### config.mk
export PLATFORM = sky130hd
export DESIGN_NAME = key_pulse_conditioner_flat
export DESIGN_NICKNAME = d
export VERILOG_FILES = /design/src/rtl/key_pulse_conditioner_if.sv /design/src/rtl/key_pulse_conditioner.sv /design/src/flat_wrapper.sv
export SDC_FILE = /design/constraint.sdc
export NUM_CORES = 1
export LEC_CHECK = 0
export ABC_AREA = 1
export BUFFER_PORTS_ARGS = -buffer_cell sky130_fd_sc_hd__buf_2
export CAP_MARGIN = 10
export CELL_PAD_IN_SITES_DETAIL_PLACEMENT = 2
export CELL_PAD_IN_SITES_GLOBAL_PLACEMENT = 2
export CORE_MARGIN = 2
export CORE_UTILIZATION = 36
export CTS_BUF_LIST = sky130_fd_sc_hd__clkbuf_8
export CTS_CLUSTER_SIZE = 30
export DETAILED_ROUTE_END_ITERATION = 6
export PLACE_DENSITY_LB_ADDON = 0.08
export SLEW_MARGIN = 10
export SYNTH_ARGS = -nofsm -noshare
export SYNTH_HDL_FRONTEND = slang
export SYNTH_SLANG_ARGS = --single-unit
### constraint.sdc
create_clock -name clk -period 1.6 [get_ports clk]
set_clock_uncertainty 0.2 [all_clocks]
set_input_delay 0.08 -clock clk [delete_from_list [all_inputs] [get_ports clk]]
set_output_delay 0.08 -clock clk [all_outputs]
set_load 0.05 [all_outputs]
### src/rtl/key_pulse_conditioner_if.sv
// Button-side bundle of the key pulse conditioner: raw button levels in,
// one-cycle press pulses and the key-held flag out.
interface key_pulse_conditioner_if;
    logic btn_a;
    logic btn_b;
    logic btn_c;
    logic a;
    logic b;
    logic c;
    logic key_held;

    modport master (
        output btn_a, btn_b, btn_c,
        input  a, b, c, key_held
    );

    modport slave (
        input  btn_a, btn_b, btn_c,
        output a, b, c, key_held
    );
endinterface

### src/rtl/key_pulse_conditioner.sv
// Turns three raw bouncing push-buttons into clean one-cycle press pulses,
// one key at a time, ignoring keys already held when reset is released.
module key_pulse_conditioner #(
    parameter int unsigned DEBOUNCE_CYCLES = 500000,
    parameter int unsigned SYNC_STAGES     = 2,
    parameter bit          ACTIVE_LOW_BTN  = 1'b0
) (
    input logic clk,
    input logic rst_n,
    key_pulse_conditioner_if.slave bus
);
    localparam int unsigned CW = $clog2(DEBOUNCE_CYCLES) + 1;
    localparam logic [CW-1:0] DB_LAST    = CW'(DEBOUNCE_CYCLES - 1);
    localparam logic [CW-1:0] QUIET_FULL = CW'(DEBOUNCE_CYCLES);
    localparam logic [CW-1:0] CNT_ONE    = CW'(1);

    typedef enum logic [1:0] {
        ARM  = 2'd0,
        IDLE = 2'd1,
        HELD = 2'd2
    } state_t;

    logic [2:0] raw_level;
    logic [2:0] synced;
    logic [2:0] db_level;
    logic [2:0] db_d_reg;
    logic [2:0] press_reg;
    logic [CW-1:0] quiet_reg;
    state_t state_reg;
    logic [2:0] pulse_reg;
    logic held_reg;

    // Index 0 = A, 1 = B, 2 = C throughout; 1 means pressed after this point.
    assign raw_level = ACTIVE_LOW_BTN ? ~{bus.btn_c, bus.btn_b, bus.btn_a}
                                      :  {bus.btn_c, bus.btn_b, bus.btn_a};

    genvar gi;
    generate
        for (gi = 0; gi < 3; gi++) begin : g_key
            logic [SYNC_STAGES-1:0] sync_reg;
            logic [CW-1:0] cnt_reg;
            logic db_reg;

            always_ff @(posedge clk or negedge rst_n) begin
                if (!rst_n) begin
                    sync_reg <= '0;
                    cnt_reg  <= '0;
                    db_reg   <= 1'b0;
                end else begin
                    sync_reg <= {sync_reg[SYNC_STAGES-2:0], raw_level[gi]};
                    if (sync_reg[SYNC_STAGES-1] == db_reg) begin
                        cnt_reg <= '0;
                    end else if (cnt_reg == DB_LAST) begin
                        cnt_reg <= '0;
                        db_reg  <= sync_reg[SYNC_STAGES-1];
                    end else begin
                        cnt_reg <= cnt_reg + CNT_ONE;
                    end
                end
            end

            assign synced[gi]   = sync_reg[SYNC_STAGES-1];
            assign db_level[gi] = db_reg;
        end
    endgenerate

    // Press detection and the quiet counter that releases the ARM state.
    always_ff @(posedge clk or negedge rst_n) begin
        if (!rst_n) begin
            db_d_reg  <= '0;
            press_reg <= '0;
            quiet_reg <= '0;
        end else begin
            db_d_reg  <= db_level;
            press_reg <= db_level & ~db_d_reg;
            if (|synced) begin
                quiet_reg <= '0;
            end else if (quiet_reg != QUIET_FULL) begin
                quiet_reg <= quiet_reg + CNT_ONE;
            end
        end
    end

    always_ff @(posedge clk or negedge rst_n) begin
        if (!rst_n) begin
            state_reg <= ARM;
            pulse_reg <= '0;
            held_reg  <= 1'b1;
        end else begin
            pulse_reg <= '0;
            case (state_reg)
                ARM: begin
                    if (quiet_reg == QUIET_FULL) begin
                        state_reg <= IDLE;
                        held_reg  <= 1'b0;
                    end
                end
                IDLE: begin
                    if (|press_reg) begin
                        state_reg <= HELD;
                        held_reg  <= 1'b1;
                        // Fixed priority A > B > C; losers are simply dropped.
                        if (press_reg[0]) begin
                            pulse_reg <= 3'b001;
                        end else if (press_reg[1]) begin
                            pulse_reg <= 3'b010;
                        end else begin
                            pulse_reg <= 3'b100;
                        end
                    end
                end
                HELD: begin
                    if (db_d_reg == 3'b000) begin
                        state_reg <= IDLE;
                        held_reg  <= 1'b0;
                    end
                end
                default: begin
                    state_reg <= ARM;
                    held_reg  <= 1'b1;
                end
            endcase
        end
    end

    assign bus.a        = pulse_reg[0];
    assign bus.b        = pulse_reg[1];
    assign bus.c        = pulse_reg[2];
    assign bus.key_held = held_reg;
endmodule

### src/flat_wrapper.sv
// flat-port wrapper written by rule: the top's interface ports become plain ports
module key_pulse_conditioner_flat 
#(
    parameter int unsigned DEBOUNCE_CYCLES = 500000,
    parameter int unsigned SYNC_STAGES     = 2,
    parameter bit          ACTIVE_LOW_BTN  = 1'b0
)
  (clk, rst_n, bus_btn_a, bus_btn_b, bus_btn_c, bus_a, bus_b, bus_c, bus_key_held);
  key_pulse_conditioner_if bus_i ();
  input logic clk;
  input logic rst_n;
  input wire logic [$bits(bus_i.btn_a)-1:0] bus_btn_a;
  input wire logic [$bits(bus_i.btn_b)-1:0] bus_btn_b;
  input wire logic [$bits(bus_i.btn_c)-1:0] bus_btn_c;
  output wire logic [$bits(bus_i.a)-1:0] bus_a;
  output wire logic [$bits(bus_i.b)-1:0] bus_b;
  output wire logic [$bits(bus_i.c)-1:0] bus_c;
  output wire logic [$bits(bus_i.key_held)-1:0] bus_key_held;
  assign bus_i.btn_a = bus_btn_a;
  assign bus_i.btn_b = bus_btn_b;
  assign bus_i.btn_c = bus_btn_c;
  assign bus_a = bus_i.a;
  assign bus_b = bus_i.b;
  assign bus_c = bus_i.c;
  assign bus_key_held = bus_i.key_held;
  key_pulse_conditioner #(.DEBOUNCE_CYCLES(DEBOUNCE_CYCLES), .SYNC_STAGES(SYNC_STAGES), .ACTIVE_LOW_BTN(ACTIVE_LOW_BTN)) u_core (.clk(clk), .rst_n(rst_n), .bus(bus_i));
endmodule
==> results of run 1 <==
==> synthesized netlist by cell type (2+ instances only) <==
| master | count |
|---|---|
| nor3_4 | 2 |
| xor2_1 | 31 |
| nand3b_1 | 3 |
| nor3b_1 | 4 |
| nor2_1 | 147 |
| nor2_2 | 3 |
| nand3_1 | 54 |
| a21oi_1 | 13 |
| dfrtp_1 | 100 |
| inv_2 | 2 |
| ha_1 | 5 |
| nor2_4 | 3 |
| nor3_1 | 29 |
| xnor2_1 | 7 |
| buf_2 | 2 |
| nand4_1 | 34 |
| nand2_2 | 9 |
| nand2_1 | 104 |
| o21ai_0 | 17 |
| inv_1 | 93 |
| a31oi_1 | 2 |
==> cells by family after synthesis <==
kind of cell,count (synthesis)
simple gates,396
xor+xnor,38
fa+ha+maj,5
flops,101
compound gates,35
buf+inv,98
==> per-stage QoR <==
| stage | utilization [%] | TNS (ns) | hold slack, ns |
|---|---|---|---|
| 2_1_floorplan | - | 0 | -0.4156 |
| 3_3_place_gp | 42.74 | -0.1162 | -0.1407 |
| 4_1_cts | 49.07 | -0.7171 | 0.08682 |
| 3_5_place_dp | 42.74 | -2.554 | -0.1301 |
==> timing repair <==
action                                 4_1_cts
setup buffers                               38
setup endpoints to repair                   65
pin swaps                                   50
endpoints found under the hold margin      104
hold buffers                                 5
resized for setup                          101
==> run summary, run 1 <==
IO Pins -> 9
Simple-gate area share of the yosys netlist -> 34.06%
Cell area after placement -> 6165 um2
Synth warn -> 0
Die outline height -> 125.1 um
Clock root buffer master -> clkbuf_8
Number of synthesized flops with an enable pin -> 0
CTS buffer count -> 9
CTS Sinks -> 101
Initial antenna violation count -> 0
Final HPWL DP -> 13.15 mm
Initial core utilization -> 36.57%
Cells after synthesis -> 673
Synthesized area per cell -> 7.838 um2
Adder-Cell Fraction of Synth Area -> 1.186%
Die width -> 125.1 um
Cell total after placement -> 941
Synth top area share -> 47.44%
Syn nets -> 683
# rows -> 44
Port bufs -> 8
Mux cell area share after synthesis -> 0%
Largest net degree at the start of global routing -> 31
Grt repair worst endpoint -> u_core.g_key[2].cnt_reg[18]$_DFF_PN0_/D
Synth Area in XOR/XNOR -> 6.309%
Synth area leaders -> dfrtp_1 (47%), nor2_1 (10%), nand2_1 (7.4%)
Mapped Area -> 5275 um2
Synth async-reset ratio -> 100.0%
Largest area contributor in the netlist -> dfrtp_1
Largest family of logic cells by synthesized area -> simple AND/OR/NAND/NOR gates
Ys flop type -> dfrtp_1
H-tree depth -> 3
Worst slack, placed -> -0.1643 ns
Worst-path end type -> register input
Synth Area in Compound Gates -> 3.487%
Placer congestion estimate -> 0.8681
Seq cells post-synth -> 101
CTS max path bufs -> 2
Distinct cell type count after synthesis -> 30
Sequential fraction of the synthesis area -> 47.94%
Status -> did not finish
Stopped at -> global routing (5_1_grt)
Error Message -> [ERROR DPL-0033] detailed placement checks failed during check placement.
==> run 2: changes to the inputs <==
- CELL_PAD_IN_SITES_DETAIL_PLACEMENT: 2 -> not set
- CELL_PAD_IN_SITES_GLOBAL_PLACEMENT: 2 -> not set
- CORE_UTILIZATION: 36 -> 26
- CTS_BUF_LIST: sky130_fd_sc_hd__clkbuf_8 -> not set
- CTS_CLUSTER_SIZE: 30 -> not set
- PLACE_DENSITY_LB_ADDON: 0.08 -> 0.15
- clock period: 1.6 -> 2.1 ns (I/O delays scaled with it)
==> run 2 against run 1 <==
  * The run now ends clean
  * Area after synthesis unchanged
  * Synthesized cell count is the same
==> run summary, run 2 <==
Die width -> 146.4 um (was 125.1 um)
Total GRT Usage -> 11.89%
Met2 Use GR -> 19.41%
Relative slew slack -> 72.30%
Startpoint Class -> flip-flop
Clock power frac -> 43.6%
Max FFs per register -> 60
Vias in the first global route -> 4,266
Synth warn -> 0 (unchanged)
End of the critical path -> u_core.quiet_reg[18]
Critical-path maximum fanout -> 5
First-pass GRT wire length -> 20.71 mm
# rows -> 52 (was 44)
Tmin final -> 1.772 ns
Peak VDD IR -> 0.0003407 V
Post-route DRC -> 0
Cells after synthesis -> 673 (unchanged)
RSZ-0062 raised after global routing -> no
Critical path origin -> u_core.quiet_reg[0]
Synth Area in Compound Gates -> 3.487% (unchanged)
CTS tree -> built
R2R Setup Slk -> 0.33 ns
Port bufs -> 8 (unchanged)
Final Hold Violating Endpoints -> 0
N_diodes -> 0
P_int -> 2847 uW
Sw power -> 888.2 uW
Placer congestion estimate -> 0.8630 (was 0.8681)
Share of cells above drive strength 1 -> 7.265%
Slew Limit Fails -> 0
Sw frac -> 23.78%
Ys flop type -> dfrtp_1 (unchanged)
P_leak -> 0.002450 uW
Mapped Area -> 5275 um2 (unchanged)
Most common cell after layout, fill and taps aside -> nor2_1
Die outline height -> 146.4 um (was 125.1 um)
Comb power frac -> 3.3%
Sequential fraction of the synthesis area -> 47.94% (unchanged)
Distinct cell type count after synthesis -> 30 (unchanged)
Synth async-reset ratio -> 100.0% (unchanged)
Syn nets -> 683 (unchanged)
Adder-Cell Fraction of Synth Area -> 1.186% (unchanged)
CTS Sinks -> 101 (unchanged)
Seq cells post-synth -> 101 (unchanged)
Layout Nets -> 707
Reg2reg path depth -> 8
Mux cell area share after synthesis -> 0% (unchanged)
Skew-Pair Late Insertion Delay -> 0.36 ns
Largest area contributor in the netlist -> dfrtp_1 (unchanged)
CP Capture Type -> flip-flop
H-tree depth -> 3 (unchanged)
Core Region -> 20,100 um2
Routed Antenna Nets -> 0
Synth area leaders -> dfrtp_1 (47%), nor2_1 (10%), nand2_1 (7.4%) (unchanged)
Simple-gate area share of the yosys netlist -> 34.06% (unchanged)
Most frequent cells after synthesis -> nor2_1 (147), nand2_1 (104), dfrtp_1 (100) (unchanged)
CP arrival -> 1.82 ns
Top-count cell post-synth -> nor2_1 (unchanged)
Synth Area in XOR/XNOR -> 6.309% (unchanged)
Crit share post-route -> 84.39%
Sequential fraction of design power -> 53.0%
Critical path required time -> 2.15 ns
Final HPWL DP -> 8.823 mm (was 13.15 mm)
GRT met1 Usage -> 15.49%
Clock root buffer master -> clkbuf_16 (was clkbuf_8)
Worst-path clk slew -> 0.07 ns
First DRT Iteration DRCs -> 257
WL per Instance -> 12.17 um
IO Pins -> 9 (unchanged)
Largest net degree at the start of global routing -> 41
Via-to-Cell Ratio -> 4.431
Synth top area share -> 47.44% (unchanged)
DRT Wirelength -> 11.83 mm
Power Dens Cells -> 620.2 nW/um2
Max Cap Viol -> 0
GR Layer Usage met3 -> 3.000%
Via count -> 4,307
P&R area growth vs syn -> 14.16%
Status -> completed (was did not finish)
Largest family of logic cells by synthesized area -> simple AND/OR/NAND/NOR gates (unchanged)
DR pass1 iterations -> 4
Most frequent cells in the layout -> nor2_1 (147), nand2_1 (104), dfrtp_1 (100)
CTS buffer count -> 9 (unchanged)
Die area -> 21,440 um2
Final setup fails -> 0
Worst slack, placed -> 0.2977 ns (was -0.1643 ns)
Number of synthesized flops with an enable pin -> 0 (unchanged)
Worst slew pin tran -> 0.4155 ns
Worst R2R End -> u_core.quiet_reg[18]
CTS max path bufs -> 2 (unchanged)
Hold WC Path Type -> primary input to async pin
Initial antenna violation count -> 0
Synthesized area per cell -> 7.838 um2 (unchanged)
GR peak layer -> met2
Initial core utilization -> 26.24% (was 36.57%)
CP Class -> flip-flop to flip-flop
Gr ovfl total -> 0
Max Fclk -> 564.3 MHz
TNS Setup -> 0 ns
Final worst slack -> 0.3278 ns
R2R Path Start -> u_core.quiet_reg[0]
-- run 2: cell counts after synthesis --
No cell type changed its count.
-- run 2: routing by layer --
metal  share of wire (%)  vias up  wire (um)
li1                    -     2207          -
met1                  49     2023       5799
met2                  46       61       5471
met3                 2.9       16        345
met4                 1.8        0        210
met5                   0        -          0
-- run 2: worst max-delay path, stage by stage, from the launching register on --
cell and delay (ns):
dfrtp_1 0.41, ha_1 0.19, nand2_1 0.06, inv_1 0.08, nand3_1 0.10, nor2_1 0.24
nand3_1 0.15, o21ai_0 0.16, nor2_1 0.06
-- run 2: cell families after synthesis --
family / after synthesis
and+or+nand+nor: 396
buffers and inverters: 98
adders and majority gates: 5
DFF: 101
xor gates and xnor gates: 38
AOI/OAI and AO/OA: 35
-- run 2: repair_timing --
item                                    CTS  global route
hold buffers                              4             0
endpoints found under the setup margin    0             0
resized for setup                         0             0
setup buffers                             0             0
endpoints found under the hold margin   104             0
-- run 2: final cells by class --
cell class / count / area [um2]
clock buffer: 10 / 239.0
clock inverter: 6 / 46.29
fill: 2111 / 14080
inverter: 95 / 356.6
multi-input combinational: 474 / 2376
sequential: 101 / 2529
tap: 270 / 337.8
timing repair buffer: 16 / 137.6
-- run 2: power by group through the flow --
stage | logic, uW | registers, uW | clock network, uW
CTS | 131 | 1980 | 1710
floorplan | 52.0 | 2020 | 0
global route | 146 | 1980 | 1790
global placement | 125 | 2020 | 0
finish | 124 | 1980 | 1630
detailed placement | 125 | 2020 | 0
-- run 2: stage by stage --
stage	total power, uW	cells	utilization [%]	hold WS (ns)	area (um2)
2_1_floorplan	2068	673	-	-0.3906	5275
3_3_place_gp	2144	952	28.34	-0.1281	5697
3_5_place_dp	2144	952	28.34	-0.1296	5697
4_1_cts	3822	972	29.95	0.03168	6022
5_1_grt	3919	972	29.95	0.04969	6022
6_report	3735	972	29.95	0.02476	6022
-- run 2: how the worst min path moves through the flow --
stage / slack, ns / depth (start not counted) / start / end
2_1_floorplan: -0.39 / 0 / rst_n / u_core.db_d_reg[0]
3_3_place_gp: -0.13 / 1 / rst_n / u_core.quiet_reg[14]
3_5_place_dp: -0.13 / 1 / rst_n / u_core.quiet_reg[14]
4_1_cts: 0.03 / 2 / rst_n / u_core.quiet_reg[15]
5_1_grt: 0.05 / 2 / rst_n / u_core.quiet_reg[15]
6_report: 0.02 / 2 / rst_n / u_core.quiet_reg[14]
(Power assumes the default switching activity.)
